## config.mk

```make
export PLATFORM = sky130hd
export DESIGN_NAME = nmi_core_bridge_flat
export DESIGN_NICKNAME = d
export VERILOG_FILES = /design/src/rtl/nmi_core_bridge_if.sv /design/src/rtl/nmi_core_bridge.sv /design/src/flat_wrapper.sv
export SDC_FILE = /design/constraint.sdc
export NUM_CORES = 1
export LEC_CHECK = 0
export ABC_AREA = 1
export BUFFER_PORTS_ARGS = -buffer_cell sky130_fd_sc_hd__buf_2
export CORE_ASPECT_RATIO = 1.25
export CORE_MARGIN = 2
export CORE_UTILIZATION = 53
export DETAILED_ROUTE_END_ITERATION = 6
export PLACE_DENSITY = 0.76
export SLEW_MARGIN = 10
export SYNTH_ARGS = -nofsm -noshare
export SYNTH_HDL_FRONTEND = slang
export SYNTH_SLANG_ARGS = --single-unit
```

## constraint.sdc

```tcl
create_clock -name clk_i -period 5.3 [get_ports clk_i]
set_clock_uncertainty 0.15 [all_clocks]
set_input_delay 1.06 -clock clk_i [delete_from_list [all_inputs] [get_ports clk_i]]
set_output_delay 1.06 -clock clk_i [all_outputs]
set_load 0.03 [all_outputs]
```

## src/rtl/nmi_core_bridge_if.sv

```systemverilog
// NMI master bus bundle: request fields flow master->slave, completion and
// read data flow slave->master.
interface nmi_core_bridge_if #(
  parameter int ADDR_WIDTH = 32,
  parameter int DATA_WIDTH = 32
);
  logic                    nmi_valid_o;
  logic [ADDR_WIDTH-1:0]   nmi_addr_o;
  logic [DATA_WIDTH-1:0]   nmi_wdata_o;
  logic [DATA_WIDTH/8-1:0] nmi_wstrb_o;
  logic                    nmi_ready_i;
  logic [DATA_WIDTH-1:0]   nmi_rdata_i;

  modport master (
    output nmi_valid_o, nmi_addr_o, nmi_wdata_o, nmi_wstrb_o,
    input  nmi_ready_i, nmi_rdata_i
  );

  modport slave (
    input  nmi_valid_o, nmi_addr_o, nmi_wdata_o, nmi_wstrb_o,
    output nmi_ready_i, nmi_rdata_i
  );
endinterface

```

## src/rtl/nmi_core_bridge.sv

```systemverilog
// Strobe/busy core memory port to NMI valid/ready master bridge with a
// posted-write FIFO, read-after-write ordering and a bus timeout.
module nmi_core_bridge #(
  parameter int                    ADDR_WIDTH     = 32,
  parameter int                    DATA_WIDTH     = 32,
  parameter int                    WBUF_DEPTH     = 4,
  parameter int                    TIMEOUT_CYCLES = 1024,
  parameter logic [DATA_WIDTH-1:0] ERR_DATA       = 'hDEAD_BEEF
)(
  input  logic                            clk_i,
  input  logic                            rst_i,
  input  logic [ADDR_WIDTH-1:0]           core_addr_i,
  input  logic [DATA_WIDTH-1:0]           core_wdata_i,
  input  logic [DATA_WIDTH/8-1:0]         core_wmask_i,
  input  logic                            core_rstrb_i,
  output logic [DATA_WIDTH-1:0]           core_rdata_o,
  output logic                            core_rbusy_o,
  output logic                            core_wbusy_o,
  nmi_core_bridge_if.master               nmi,
  output logic                            timeout_o,
  input  logic                            timeout_clr_i,
  output logic [$clog2(WBUF_DEPTH):0]     wbuf_level_o
);
  localparam int SW    = DATA_WIDTH / 8;
  localparam int PW    = $clog2(WBUF_DEPTH);
  localparam int LW    = PW + 1;
  localparam int TW    = (TIMEOUT_CYCLES > 1) ? $clog2(TIMEOUT_CYCLES) : 1;
  localparam int TLAST = (TIMEOUT_CYCLES > 0) ? TIMEOUT_CYCLES - 1 : 0;

  typedef enum logic [1:0] {IDLE, WRITE, READ} state_t;

  typedef struct packed {
    logic [ADDR_WIDTH-1:0] addr;
    logic [DATA_WIDTH-1:0] data;
    logic [SW-1:0]         mask;
  } wentry_t;

  state_t                state_q, state_d;
  wentry_t               mem [WBUF_DEPTH];
  wentry_t               hold_q, push_data, head;
  logic                  hold_vld;
  logic [PW-1:0]         rd_ptr, wr_ptr;
  logic [LW-1:0]         count;
  logic [ADDR_WIDTH-1:0] rd_addr_q;
  logic                  rd_pend;
  logic [DATA_WIDTH-1:0] rdata_q;
  logic                  tmo_q;
  logic [TW-1:0]         tcnt;

  logic wr_req, rd_req, busy, stall, tmo_hit, done, finish;
  logic pop, full, can_push, push_hold, push_new, to_hold, push;

  // A write wins over a simultaneous read strobe; a pending read masks new strobes.
  assign wr_req    = |core_wmask_i;
  assign rd_req    = core_rstrb_i && !wr_req && !rd_pend;
  assign busy      = (state_q != IDLE);
  assign stall     = busy && !nmi.nmi_ready_i;
  assign tmo_hit   = (TIMEOUT_CYCLES != 0) && stall && (tcnt == TW'(TLAST));
  assign done      = busy && nmi.nmi_ready_i;
  assign finish    = done || tmo_hit;
  assign pop       = (state_q == WRITE) && finish;
  assign full      = (count == LW'(WBUF_DEPTH));
  // A pop in the same cycle frees a slot even when the FIFO looks full.
  assign can_push  = !full || pop;
  assign push_hold = hold_vld && can_push;
  assign push_new  = wr_req && !hold_vld && can_push;
  assign to_hold   = wr_req && !hold_vld && !can_push;
  assign push      = push_hold || push_new;
  assign push_data = hold_vld ? hold_q : '{addr: core_addr_i, data: core_wdata_i, mask: core_wmask_i};
  assign head      = mem[rd_ptr];

  // Next-state: reads only go out once the write path is completely drained.
  always_comb begin
    state_d = state_q;
    case (state_q)
      IDLE: begin
        if (rd_pend && count == '0 && !hold_vld) state_d = READ;
        else if (count != '0)                    state_d = WRITE;
      end
      WRITE, READ: if (finish) state_d = IDLE;
      default: state_d = IDLE;
    endcase
  end

  // State register.
  always_ff @(posedge clk_i) begin
    if (rst_i) state_q <= IDLE;
    else       state_q <= state_d;
  end

  // FIFO storage; pointers are reset separately so the array needs no reset.
  always_ff @(posedge clk_i) begin
    if (push && !rst_i) mem[wr_ptr] <= push_data;
  end

  // FIFO pointers, occupancy and the overflow hold register.
  always_ff @(posedge clk_i) begin
    if (rst_i) begin
      rd_ptr   <= '0;
      wr_ptr   <= '0;
      count    <= '0;
      hold_vld <= 1'b0;
      hold_q   <= '0;
    end else begin
      if (push) wr_ptr <= wr_ptr + 1'b1;
      if (pop)  rd_ptr <= rd_ptr + 1'b1;
      case ({push, pop})
        2'b10:   count <= count + 1'b1;
        2'b01:   count <= count - 1'b1;
        default: count <= count;
      endcase
      if (to_hold) begin
        hold_vld <= 1'b1;
        hold_q   <= push_data;
      end else if (push_hold) begin
        hold_vld <= 1'b0;
      end
    end
  end

  // Read request latch and returned data (bus data or error pattern).
  always_ff @(posedge clk_i) begin
    if (rst_i) begin
      rd_pend   <= 1'b0;
      rd_addr_q <= '0;
      rdata_q   <= '0;
    end else begin
      if (rd_req) begin
        rd_pend   <= 1'b1;
        rd_addr_q <= core_addr_i;
      end else if (state_q == READ && finish) begin
        rd_pend <= 1'b0;
      end
      if (state_q == READ && done)         rdata_q <= nmi.nmi_rdata_i;
      else if (state_q == READ && tmo_hit) rdata_q <= ERR_DATA;
    end
  end

  // Wait counter restarts every transfer; sticky flag where a new timeout beats clear.
  always_ff @(posedge clk_i) begin
    if (rst_i) begin
      tcnt  <= '0;
      tmo_q <= 1'b0;
    end else begin
      if (!busy)      tcnt <= '0;
      else if (stall) tcnt <= tcnt + 1'b1;
      if (tmo_hit)            tmo_q <= 1'b1;
      else if (timeout_clr_i) tmo_q <= 1'b0;
    end
  end

  assign nmi.nmi_valid_o = busy;
  assign nmi.nmi_addr_o  = (state_q == READ)  ? rd_addr_q :
                           (state_q == WRITE) ? head.addr : '0;
  assign nmi.nmi_wdata_o = (state_q == WRITE) ? head.data : '0;
  assign nmi.nmi_wstrb_o = (state_q == WRITE) ? head.mask : '0;

  assign core_rdata_o = rdata_q;
  assign core_rbusy_o = rd_pend;
  assign core_wbusy_o = hold_vld;
  assign timeout_o    = tmo_q;
  assign wbuf_level_o = count;
endmodule

```

## src/flat_wrapper.sv

```systemverilog
// flat-port wrapper written by rule: the top's interface ports become plain ports
module nmi_core_bridge_flat 
#(
  parameter int                    ADDR_WIDTH     = 32,
  parameter int                    DATA_WIDTH     = 32,
  parameter int                    WBUF_DEPTH     = 4,
  parameter int                    TIMEOUT_CYCLES = 1024,
  parameter logic [DATA_WIDTH-1:0] ERR_DATA       = 'hDEAD_BEEF
)
  (clk_i, rst_i, core_addr_i, core_wdata_i, core_wmask_i, core_rstrb_i, core_rdata_o, core_rbusy_o, core_wbusy_o, timeout_o, timeout_clr_i, wbuf_level_o, nmi_nmi_valid_o, nmi_nmi_addr_o, nmi_nmi_wdata_o, nmi_nmi_wstrb_o, nmi_nmi_ready_i, nmi_nmi_rdata_i);
  nmi_core_bridge_if #(.ADDR_WIDTH(ADDR_WIDTH), .DATA_WIDTH(DATA_WIDTH)) nmi_i ();
  input  logic clk_i;
  input  logic rst_i;
  input  logic [ADDR_WIDTH-1:0] core_addr_i;
  input  logic [DATA_WIDTH-1:0] core_wdata_i;
  input  logic [DATA_WIDTH/8-1:0] core_wmask_i;
  input  logic core_rstrb_i;
  output logic [DATA_WIDTH-1:0] core_rdata_o;
  output logic core_rbusy_o;
  output logic core_wbusy_o;
  output logic timeout_o;
  input  logic timeout_clr_i;
  output logic [$clog2(WBUF_DEPTH):0] wbuf_level_o;
  output wire logic [$bits(nmi_i.nmi_valid_o)-1:0] nmi_nmi_valid_o;
  output wire logic [$bits(nmi_i.nmi_addr_o)-1:0] nmi_nmi_addr_o;
  output wire logic [$bits(nmi_i.nmi_wdata_o)-1:0] nmi_nmi_wdata_o;
  output wire logic [$bits(nmi_i.nmi_wstrb_o)-1:0] nmi_nmi_wstrb_o;
  input wire logic [$bits(nmi_i.nmi_ready_i)-1:0] nmi_nmi_ready_i;
  input wire logic [$bits(nmi_i.nmi_rdata_i)-1:0] nmi_nmi_rdata_i;
  assign nmi_nmi_valid_o = nmi_i.nmi_valid_o;
  assign nmi_nmi_addr_o = nmi_i.nmi_addr_o;
  assign nmi_nmi_wdata_o = nmi_i.nmi_wdata_o;
  assign nmi_nmi_wstrb_o = nmi_i.nmi_wstrb_o;
  assign nmi_i.nmi_ready_i = nmi_nmi_ready_i;
  assign nmi_i.nmi_rdata_i = nmi_nmi_rdata_i;
  nmi_core_bridge #(.ADDR_WIDTH(ADDR_WIDTH), .DATA_WIDTH(DATA_WIDTH), .WBUF_DEPTH(WBUF_DEPTH), .TIMEOUT_CYCLES(TIMEOUT_CYCLES), .ERR_DATA(ERR_DATA)) u_core (.clk_i(clk_i), .rst_i(rst_i), .core_addr_i(core_addr_i), .core_wdata_i(core_wdata_i), .core_wmask_i(core_wmask_i), .core_rstrb_i(core_rstrb_i), .core_rdata_o(core_rdata_o), .core_rbusy_o(core_rbusy_o), .core_wbusy_o(core_wbusy_o), .nmi(nmi_i), .timeout_o(timeout_o), .timeout_clr_i(timeout_clr_i), .wbuf_level_o(wbuf_level_o));
endmodule
```

* Yosys cells after proc, flatten, opt, wreduce, memory -nomap -nowiden
Memories as Yosys holds them, arrays and structs flattened. A register that Yosys moved wholly into a read port is not among the register bits. Cells that the tools add are included.
Word-level totals: register bits after elaboration 154, RAM bits 272, input port bits 105, output and inout port bits 107, logic and storage cells 89, memories kept 1
Memories:
- u_core.mem | words 4, width 68, read ports 1, clocked after Yosys merged registers in 1, wr ports 1, RTL line nmi_core_bridge.sv:39 | wentry_t mem [WBUF_DEPTH];
Cells by class: add/sub/neg operators 5, equality and inequality tests 8, mux-type cells 22, bitwise operators 1, reductions and logical operators 39
Operators by type and width (count):
- $mux 32 | 5
- $mux 68 | 1
- $logic_and 1x1->1 | 16
- $reduce_bool 2->1 | 6
- $add 10x1->10 const B | 1
- $eq 10x10->1 const B | 1
- $mux 2 | 5
- $mux 1 | 8
- $logic_not 1->1 | 7
- $pmux 3 s2 | 1
- $add 2x1->2 const B | 2
- $eq 2x1->1 const B | 2
- $eq 2x2->1 const B | 2
- $mux 4 | 1
- $pmux 2 s2 | 1
- $reduce_or 2->1 | 2
- $reduce_or 4->1 | 1
- $add 3x1->3 const B | 1
- $eq 3x3->1 const B | 1
- $logic_not 3->1 | 1
- $logic_or 1x1->1 | 3
- $ne 3x1->1 const B | 1
- $reduce_bool 3->1 | 1
- $sub 3x1->3 const B | 1
- 4 further kinds | 4

* Longest topological paths before layout
depth in word-level cells 11, mapped depth 18

* Worst setup path before layout
OpenSTA, ideal clock, no wires.
path kind input-to-reg, start in nmi_nmi_ready_i, end mem u_core.mem[0][0] in the netlist's numbering, enable pin, setup time 495 ps, data arrival time 4789 ps, required time 4655 ps, slack -133 ps, stages 10, path buffers 1, path through inv_2 nand2_4 nor2_4 nand3_2 nand2_2 nand2_2 buf_6 nand2_2 nand3_1 nor2_1
On the way: cells in the longest elaborated chain, start to end 11, elaborated cells on any way between the ends 13, those cells by class 2 x mux; 11 x reduce/logical
Ends and longest elaborated chain:
- start: declaration | RTL line flat_wrapper.sv:28 | input wire logic [$bits(nmi_i.nmi_ready_i)-1:0] nmi_nmi_ready_i;
- $logic_not 1->1 | RTL line nmi_core_bridge.sv:57 | assign stall = busy && !nmi.nmi_ready_i;
- $logic_and 1x1->1 | RTL line nmi_core_bridge.sv:57
- $logic_and 1x1->1 | RTL line nmi_core_bridge.sv:58 | assign tmo_hit = (TIMEOUT_CYCLES != 0) && stall && (tcnt == TW'(TLAST));
- $logic_or 1x1->1 (*) | RTL line nmi_core_bridge.sv:60 | assign finish = done || tmo_hit;
- $logic_and 1x1->1 (*) | RTL line nmi_core_bridge.sv:61 | assign pop = (state_q == WRITE) && finish;
- $logic_or 1x1->1 (*) | RTL line nmi_core_bridge.sv:64 | assign can_push = !full || pop;
- $logic_and 1x1->1, on equally long branches | RTL line nmi_core_bridge.sv:65, nmi_core_bridge.sv:66
- $logic_or 1x1->1 (*) | RTL line nmi_core_bridge.sv:68 | assign push = push_hold || push_new;
- $logic_and 1x1->1 (*) | RTL line nmi_core_bridge.sv:93 | if (push && !rst_i) mem[wr_ptr] <= push_data;
- $mux 1 (*) | RTL line nmi_core_bridge.sv:93
- $mux 1 (implied by the code) (*) | RTL line nmi_core_bridge.sv:93
- end: declaration | RTL line nmi_core_bridge.sv:39
Every way passes the cells marked *; elsewhere a longest branch is shown, timed or not.

==> summary.txt <==
Outcome
  • Status: finished clean

Floorplanning
  • Core Box Area: 0.0342 mm²
  • Die ar.: 0.0361 mm²
  • Die Y: 212 µm
  • Num rows: 76
  • Die Wd: 170 µm
  • I/O Pins: 212
  • Initial core utilization: 53.5%

Critical path
  • Setup CP Type: register to primary output
  • Buf/Inv on CP: 3
  • Setup crit end kind: primary output
  • Crit path required time: 4090 ps
  • CP max stage delay: 720 ps
  • Reg-to-Reg End: u_core.mem[2][7]
  • Cell family with most CP delay: buffers and inverters
  • Crit path arrival time: 2860 ps
  • Crit-path cells: inv_2 -> buf_4 -> o21ai_0 -> o22ai_1 -> nand3_1 -> nand2_1 -> buf_2
  • Crit path launch type: register
  • Reg2Reg Depth: 12
  • CP Max Fanout: 47
  • R2r setup slk: between 1500 and 2000 ps
  • CP max-delay cell: inv_2
  • RR Startpoint: u_core.state_q[1]

CTS
  • # resized after CTS: 0
  • Cts hold-fix bufs: 0
  • Clock Latency Late Sink: 540 ps
  • Max Buffers Root-to-Sink: 3
  • CTS Sinks: 428
  • Root buffer cell: clkbuf_16
  • CTS buffer count: 42
  • CTS HTree Levels: 2
  • Reg clk slew, reported paths: roughly 60 ps
  • CTS tree: done
  • Post-CTS setup buffer count: 0

Min path
  • Cell count of the worst hold path: 2
  • Hold Path End: u_core.core_rdata_o[26]
  • Hold Crit Start: u_core.core_rdata_o[26]
  • HP Class: register to register

Timing
  • RSZ-0062 raised after global routing: no
  • Hold_ws: 293 ps
  • FMAX: 0.246 GHz
  • # setup viols final: 0
  • Hold Vio Cnt, Final: 0
  • Final period util: 76.8%
  • Slew headroom: 28.1%
  • Tmin final: 4070 ps
  • Worst slew pin tran: between 1000 and 1500 ps
  • Final Max Slew Viols: 0
  • Sum Neg Setup Slack: 0 ps

Layout
  • Nets: 2,291
  • Multi-input combinational cell area: 0.00551 mm²
  • Finished Cell Area: 0.0210 mm²
  • Final std cells w/o fill: about 2,600
  • Layout cells sized above 1: 16.3%
  • Area grow syn2layout: 14.8%
  • Antenna diodes: 0
  • FF/Latch Area: 0.0113 mm²
  • Number of fill cells: between 2,000 and 3,000

Yosys
  • Asr flop ratio synth: 0%
  • Commonest cells in the netlist: 361 x nor2_1, 290 x nand2_1, 272 x edfxtp_1
  • Ys flop type: edfxtp_1
  • Synth cell types: 29
  • Mapped cell area: about 0.018 mm²
  • Synth Net Count: about 2,100
  • Post-synthesis register bit count: 428
  • Top-count cell post-synth: nor2_1
  • Cell accounting for the most synthesized area: edfxtp_1
  • Ys Warns: 0
  • Top cell type's share of synthesized area: between 40 and 50%
  • Mean area per synthesized cell: just over 9 µm²
  • Post-synth EDFFs: 272
  • Synth top area cells: edfxtp_1 45%, dfxtp_1 17%, nor2_1 7.4%, o21ai_0 6.5%, nand2_1 5.9%
  • Post-synthesis instance total: 2,023
  • Sequential share of the synthesized area: approximately three fifths

Routing
  • DRT iter0 DRCs: between 1,000 and 1,500
  • DR vias: 14,400
  • DR WL/cell: ~17 µm
  • WL final: 45.9 mm
  • First-pass iteration count of the detailed router: 5
  • Antenna viol nets, final: 0
  • DRC viols: 0
  • Vias per cell: between 5 and 6

Power and ir drop
  • Clk pwr share: 33.7%
  • P_int: 6.13 mW
  • Switching pwr: 2.65 mW
  • Overall power: 8.79 mW
  • Power Dens Cells: 418 mW/mm²
  • Sequential Power Share: between 40% and 50%
  • Switch share: 30.2%
  • Gate power share: a little over a fifth
  • Peak VDD IR: 253 µV
  • Static Leak: 8.65 nW

GRT
  • Global-route usage over all layers: about a quarter
  • Vias in the first global route: 14,300
  • Initial antenna violation count: 0
  • Grt total ovfl: 0
  • First-pass GRT wire length: 72.0 mm
  • Largest net degree at the start of global routing: 75

Place
  • Post-DP HPWL: 26.7 mm
  • RePlAce Congestion: 0.837
  • IO Port Bufs: 211
  • Post-DP Area: about 0.020 mm²
  • Placed instance count: 2,561

Flow run
  • Max-Cap Viols: 0
-- cell type report --
type	instances	share of cell area (%)
well taps	429	2.55
clock inverters	12	0.655
clock buffers	65	5.88
repair buffers	237	6.07
flip-flops and latches	428	53.8
inverters	270	4.85
multi-input cells	1197	26.2
-- metrics by stage --
stage | setup WS (ps) | util, %
finish | 1230 | 61.4
global placement | 1590 | 57.4
floorplan | -133 | -
CTS | 1200 | 61.4
detailed placement | 1490 | 57.4
global route | 1050 | 61.4
-- tightest hold or removal path, delay by kind of cell (launching register included) --
family,cells,cell delay (ps)
buf+inv,1,40
flops,1,300
compound gates,1,50
-- power groups by stage --
stage | registers [mW] | clock network, mW | logic, mW
after floorplan | 4.08 | 0 | 1.23
after global placement | 4.05 | 0 | 1.77
after detailed placement | 4.07 | 0 | 1.81
after CTS | 4.00 | 3.01 | 1.82
after global routing | 4.02 | 3.13 | 2.00
final | 4.00 | 2.96 | 1.82
-- registers in the layout, summed over array words and instances (netlist names), named ones only --
signal               flops
u_core.core_wbusy_o      1
u_core.rd_ptr            2
u_core.hold_q           68
u_core.core_rdata_o     32
u_core.core_rbusy_o      1
u_core.tcnt             10
u_core.wr_ptr            2
u_core.state_q           2
u_core.timeout_o         1
u_core.rd_addr_q        32
u_core.wbuf_level_o      3
u_core.mem             272
-- worst max path at each step --
stage                    startpoint                 end  cells past startpoint
detailed placement  nmi_nmi_ready_i   u_core.mem[2][49]                     11
floorplan           nmi_nmi_ready_i    u_core.mem[0][0]                     10
global route               register  nmi_nmi_addr_o[26]                      7
CTS                        register  nmi_nmi_addr_o[26]                      7
global placement    nmi_nmi_ready_i   u_core.mem[2][51]                     11
finish                     register  nmi_nmi_addr_o[26]                      7
-- per-layer routing --
| metal | global-route usage, % | vias up | routed length [µm] |
|---|---|---|---|
| met5 | 0 | - | 0 |
| met4 | 10.7 | 0 | 1700 |
| met3 | 4.28 | 109 | 3220 |
| met2 | 45.2 | 600 | 23100 |
| met1 | 30.3 | 6788 | 17900 |
| li1 | - | 6934 | - |
-- cell usage in the layout (no fill, tap or decap), types with 3 or more instances in the layout --
cell and count:
a21oi_1 86, nand3_1 42, clkinv_1 4, inv_2 26
nand4_1 68, buf_2 211, nor2_4 6, o21ai_1 38
nand2_2 20, buf_4 24, nor2_1 356, dfxtp_4 3
ha_1 8, clkbuf_16 45, dfxtp_1 153, clkbuf_1 15
inv_1 241, clkbuf_8 3, edfxtp_1 272, clkinv_2 5
nand2_1 290, o21ai_0 237, bufinv_16 3, o22ai_1 32
-- cell families (layout without fill, tap and decap cells) --
kind of cell	after synthesis	count (layout)	share of synthesized area (%)
AOI/OAI and AO/OA	395	395	11.0
xor gates and xnor gates	1	1	0.0479
adders and majority gates	10	10	0.725
buffers and inverters	398	584	8.52
DFF	428	428	61.7
and+or+nand+nor	791	791	18.0
Power figures use the tool's default switching activity.
